`src/rtl/note_sequencer.sv`:
```
// Record/playback sequencer for note vectors: records OR-accumulated notes per beat,
// plays them back once or in a loop, tracks recorded length and sticky overflow.
module note_sequencer #(
    parameter int NOTE_W = 32,
    parameter int DEPTH  = 64,
    parameter int ADDR_W = 6,
    parameter int CNT_W  = 27
) (
    input  logic              clk,
    input  logic              reset,
    input  logic              start,
    input  logic              stop,
    input  logic [1:0]        mode,
    input  logic [CNT_W-1:0]  period,
    input  logic [NOTE_W-1:0] note_in,
    output logic [NOTE_W-1:0] note_out,
    output logic              beat,
    output logic              busy,
    output logic [1:0]        state,
    output logic [ADDR_W-1:0] address,
    output logic [ADDR_W:0]   length,
    output logic              overflow
);

    typedef enum logic [1:0] {
        S_IDLE   = 2'b00,
        S_RECORD = 2'b01,
        S_PLAY   = 2'b10
    } state_e;

    state_e              state_q, state_d;
    logic [CNT_W-1:0]    per_q, per_d;
    logic [CNT_W-1:0]    cnt_q, cnt_d;
    logic [ADDR_W-1:0]   addr_q, addr_d;
    logic [ADDR_W:0]     len_q, len_d;
    logic                ovf_q, ovf_d;
    logic                loop_q, loop_d;
    logic [NOTE_W-1:0]   acc_q, acc_d;
    logic [NOTE_W-1:0]   note_q, note_d;

    logic [NOTE_W-1:0]   mem_q [DEPTH];
    logic                mem_we;
    logic [NOTE_W-1:0]   mem_wdata;

    logic                busy_c;
    logic                beat_c;
    logic [CNT_W-1:0]    per_sel;
    logic [ADDR_W-1:0]   addr_inc;
    logic [ADDR_W:0]     next_len;

    assign busy_c   = (state_q != S_IDLE);
    assign beat_c   = busy_c && (cnt_q == '0);
    assign per_sel  = (period == '0) ? CNT_W'(1) : period;
    assign addr_inc = addr_q + ADDR_W'(1);
    assign next_len = (ADDR_W+1)'(addr_q) + (ADDR_W+1)'(1);

    always_comb begin
        state_d   = state_q;
        per_d     = per_q;
        cnt_d     = cnt_q;
        addr_d    = addr_q;
        len_d     = len_q;
        ovf_d     = ovf_q;
        loop_d    = loop_q;
        acc_d     = acc_q;
        note_d    = note_q;
        mem_we    = 1'b0;
        mem_wdata = acc_q | note_in;

        // stop outranks the beat event, so a stop on a beat cycle writes nothing
        if (stop && busy_c) begin
            state_d = S_IDLE;
            addr_d  = '0;
            note_d  = '0;
        end else begin
            case (state_q)
                S_RECORD: begin
                    if (beat_c) begin
                        cnt_d  = per_q - CNT_W'(1);
                        mem_we = 1'b1;
                        note_d = mem_wdata;
                        acc_d  = '0;
                        len_d  = next_len;
                        if (addr_q == ADDR_W'(DEPTH - 1)) begin
                            ovf_d   = 1'b1;
                            state_d = S_IDLE;
                            addr_d  = '0;
                        end else begin
                            addr_d = addr_inc;
                        end
                    end else begin
                        cnt_d = cnt_q - CNT_W'(1);
                        acc_d = mem_wdata;
                    end
                end
                S_PLAY: begin
                    note_d = mem_q[addr_q];
                    if (beat_c) begin
                        cnt_d = per_q - CNT_W'(1);
                        if (next_len < len_q) begin
                            addr_d = addr_inc;
                        end else if (loop_q) begin
                            addr_d = '0;
                        end else begin
                            state_d = S_IDLE;
                            addr_d  = '0;
                            note_d  = '0;
                        end
                    end else begin
                        cnt_d = cnt_q - CNT_W'(1);
                    end
                end
                default: begin
                    note_d = '0;
                    if (start && !stop) begin
                        case (mode)
                            2'b01: begin
                                state_d = S_RECORD;
                                addr_d  = '0;
                                acc_d   = '0;
                                ovf_d   = 1'b0;
                                len_d   = '0;
                                per_d   = per_sel;
                                cnt_d   = per_sel - CNT_W'(1);
                            end
                            2'b00, 2'b10: begin
                                if (len_q != '0) begin
                                    state_d = S_PLAY;
                                    addr_d  = '0;
                                    loop_d  = mode[1];
                                    note_d  = mem_q[0];
                                    per_d   = per_sel;
                                    cnt_d   = per_sel - CNT_W'(1);
                                end
                            end
                            default: ;
                        endcase
                    end
                end
            endcase
        end
    end

    always_ff @(posedge clk) begin
        if (reset) begin
            state_q <= S_IDLE;
            per_q   <= CNT_W'(1);
            cnt_q   <= '0;
            addr_q  <= '0;
            len_q   <= '0;
            ovf_q   <= 1'b0;
            loop_q  <= 1'b0;
            acc_q   <= '0;
            note_q  <= '0;
        end else begin
            state_q <= state_d;
            per_q   <= per_d;
            cnt_q   <= cnt_d;
            addr_q  <= addr_d;
            len_q   <= len_d;
            ovf_q   <= ovf_d;
            loop_q  <= loop_d;
            acc_q   <= acc_d;
            note_q  <= note_d;
        end
    end

    // Memory has no reset; reset only blocks a write that would land in the same cycle
    always_ff @(posedge clk) begin
        if (mem_we && !reset) begin
            mem_q[addr_q] <= mem_wdata;
        end
    end

    assign note_out = note_q;
    assign beat     = beat_c;
    assign busy     = busy_c;
    assign state    = state_q;
    assign address  = addr_q;
    assign length   = len_q;
    assign overflow = ovf_q;

endmodule

```
`config.mk`:
```
export PLATFORM = sky130hd
export DESIGN_NAME = note_sequencer
export DESIGN_NICKNAME = d
export VERILOG_FILES = /design/src/rtl/note_sequencer.sv
export SDC_FILE = /design/constraint.sdc
export NUM_CORES = 2
export LEC_CHECK = 0
export BUFFER_PORTS_ARGS = -buffer_cell sky130_fd_sc_hd__buf_2
export CORE_ASPECT_RATIO = 1.4
export CORE_MARGIN = 2
export CORE_UTILIZATION = 65
export DETAILED_ROUTE_END_ITERATION = 12
export PLACE_DENSITY_LB_ADDON = 0.15
export SYNTH_ARGS = -nofsm -noshare
export SYNTH_HDL_FRONTEND = slang
export SYNTH_SLANG_ARGS = --single-unit
```
`constraint.sdc`:
```
create_clock -name clk -period 8.4 [get_ports clk]
set_input_delay 0.84 -clock clk [delete_from_list [all_inputs] [get_ports clk]]
set_output_delay 0.84 -clock clk [all_outputs]
set_load 0.03 [all_outputs]
```
==> summary.md <==
| Metric | Value |
|---|---|
| Slew Limit Fails | 0 |
| Synth area leader | edfxtp_1 |
| Htree depth | 4 |
| Clock skew | 0.03494 ns |
| CORE AREA | 129400 µm² |
| Setup TNS | 0 ns |
| Count leader, synth | edfxtp_1 |
| CTS Buffer Depth | 3 |
| Final non-filler cell total | between 5000 and 6000 |
| DRT iter0 DRCs | 6224 |
| Worst slack, placed | 3.347 ns |
| Antenna violation net count after detailed routing | 0 |
| Synth cell count leaders | 2048 x edfxtp_1, 672 x mux4_2, 164 x nor2_1, 146 x clkbuf_1, 141 x dfxtp_1 |
| Die Ht | 431.5 µm |
| P_leak | 0.02818 µW |
| Top cell type's share of synthesized area | 72.47% |
| Minimum clock period after layout | 5.026 ns |
| Fin nets | 4127 |
| Global route overflow | 0 |
| GRT Overall Usage | 33.00% |
| Area Growth Syn to Fin | 11.07% |
| Root Buffer | clkbuf_16 |
| Worst VDD drop | 0.0002131 V |
| Outcome | finished, final reports clean |
| Max_cap viols | 0 |
| Die W | just over 300 µm |
| Top FF cell, synth | edfxtp_1 |
| Clock Pin Slew Worst Setup and Hold Paths | ~0.070 ns |
| Final HPWL DP | 111100 µm |
| Register bit total from synthesis | 2189 |
| GPL Wtd Cong | 0.8762 |
| Via count | 42260 |
| CTS tree | built |
| Top cells by area, synth | edfxtp_1 72%, mux4_2 18%, dfxtp_1 3.3%, a21oi_1 0.73%, nor2_1 0.73% |
| Remaining DRCs | 0 |
| Number of CTS-inserted buffers | around 190 |
| Fill cell count | 7027 |
| IO Count | 115 |
| Critical path class | flop to flop |
| CP Capture Type | flop |
| Critical Path, Cell by Cell | inv_1 -> ha_2 -> nor4_1 -> nand3_1 -> or2_1 -> nor3_1 -> nand4_1 -> nor2_4 |
| Post-synthesis average cell area | 21.98 µm² |
| Worst-skew pair later-pin latency | 0.83 ns |
| Post-cts sizing count | 0 |
| Ratio of cells with drive above 1 in the final layout | a little under a third |
| CP max stage delay | 1.47 ns |
| Worst EP required | roughly 8.8 ns |
| Multi-input logic area | 20010 µm² |
| CP Launch Type | flop |
| Worst Hold Class | input port to flop |
| Slowest CP cell | nor2_4 |
| Largest net degree at the start of global routing | approximately 140 |
| Final hold violations | 0 |
| Fmax | 0.1990 GHz |
| Crit-path max FO | 32 |
| Clk sinks | between 2000 and 2500 |
| PwrDens | 224.3 nW/µm² |
| Async S/R FF share, synth | 0% |
| WP data arrival | 5.46 ns |
| Postcts setup bufs | 0 |
| Hold-fix buffers at CTS | 0 |
| Cell count after synthesis | 3860 |
| First-pass GRT wire length | between 300000 and 400000 µm |
| RSZ-0062 raised after global routing | false |
| Synth Net Count | a little under 4000 |
| Routed len/inst | 35.75 µm |
| Post-synth EDFFs | 2048 |
| Total Wirelength | 213500 µm |
| Row count | 156 |
| Unique masters post-synth | 56 |
| Post-synthesis sequential area ratio | 75.80% |
| Inst Count DP | 5598 |
| Initial Util | 65.57% |
| Min setup slack post-route | 3.374 ns |
| Final period util | 59.84% |
| Synth warn | 0 |
| Vias in the first global route | roughly 43000 |
| Worst-Margin Slew | ~1.4 ns |
| FF/Latch Area | 64340 µm² |
| Rel. slew slack | under 10% |
| Finished Core Util | 72.83% |
| Mapped Area | 84860 µm² |
| Drt first pass iters | 6 |
| Initial antenna violation count | 28 |
| # setup viols final | 0 |
| Die ar. | 133500 µm² |
| Port bufs | 114 |
| Vias per cell | 7.079 |
## layout make-up
cell class | instances | share of cell area, %
multi-input cells | 1425 | 21.23
flip-flops and latches | 2189 | 68.27
inverters | 20 | 0.07965
repair buffers | 226 | 1.633
well taps | 1738 | 2.307
diodes | 23 | 0.06107
clock inverters | 109 | 1.028
clock buffers | 240 | 5.398
## per-stage QoR
| step | power (µW) | cell area, µm² | hold slack (ns) |
|---|---|---|---|
| 2_1_floorplan | 12530 | 84860 | 0.4363 |
| 3_3_place_gp | 12720 | 88130 | 0.4432 |
| 3_5_place_dp | 12740 | 88130 | 0.4471 |
| 4_1_cts | 21200 | 94190 | 0.2257 |
| 5_1_grt | 21620 | 94230 | 0.2519 |
| 6_report | 21140 | 94250 | 0.2724 |
## path summary, 6_finish.rpt
path,cells past startpoint,start,slack (ns),endpoint
max,8,state[0]$_SDFFE_PP0P_,3.37,mem_q[22][18]$_DFFE_PP_
min,3,period[20],0.27,per_q[20]$_SDFFE_PP0P_
max reg2reg,8,state[0]$_SDFFE_PP0P_,3.37,mem_q[22][18]$_DFFE_PP_
min reg2reg,2,per_q[25]$_SDFFE_PP0P_,0.46,per_q[25]$_SDFFE_PP0P_
## registers in the layout (all words and copies together), names as in the netlist, named ones only
register,cells
length,7
state,2
cnt_q,27
note_out,32
per_q,27
mem_q,2048
acc_q,32
overflow,1
loop_q,1
address,6
## where the power goes
group	internal, µW	switching [µW]
logic	125	392
registers	12000	36.4
clock network	4770	3850
## cell usage in the layout, fill, tap and decap left out, types with 14 or more instances in the layout
cell type  count
edfxtp_1    2048
mux4_2       672
clkbuf_16    194
dfxtp_1      135
a21oi_1      122
buf_2        113
buf_4        103
nor2_1        99
nand2_1       82
nor2_4        64
o21ai_0       45
clkinv_1      42
clkbuf_1      40
nor3b_1       38
nor2b_1       37
or2_2         36
clkinv_2      34
diode_2       23
a221oi_1      23
a211oi_1      20
nand3_1       19
inv_1         19
bufinv_16     16
nor4_1        15
xnor2_1       14
## worst max-delay path: cells and delay by family (launching register included)
kind / cells / cell delay, ns
flip-flops: 1 / 0.37
buffers and inverters: 1 / 0.09
adder cells (fa/ha/maj): 1 / 0.21
AND/OR/NAND/NOR: 6 / 3.92
## logic make-up after synthesis
| group | synth area share, % |
|---|---|
| AO/OA/AOI/OAI | 2.023 |
| XOR/XNOR | 0.2271 |
| adder cells (fa/ha/maj) | 0.1622 |
| buffers and inverters | 1.237 |
| flip-flops | 75.80 |
| multiplexers | 18.02 |
| AND/OR/NAND/NOR | 2.532 |
## metal layers
metal	part of all wire (%)	vias to the layer above	routed length, µm	GRT usage (%)
li1	-	16660	-	-
met1	35	22280	74560	44.74
met2	51	2808	107800	53.09
met3	10	510	22080	7.485
met4	4.2	12	8903	13.07
met5	0.037	-	79	0
(Power assumes the default switching activity.)
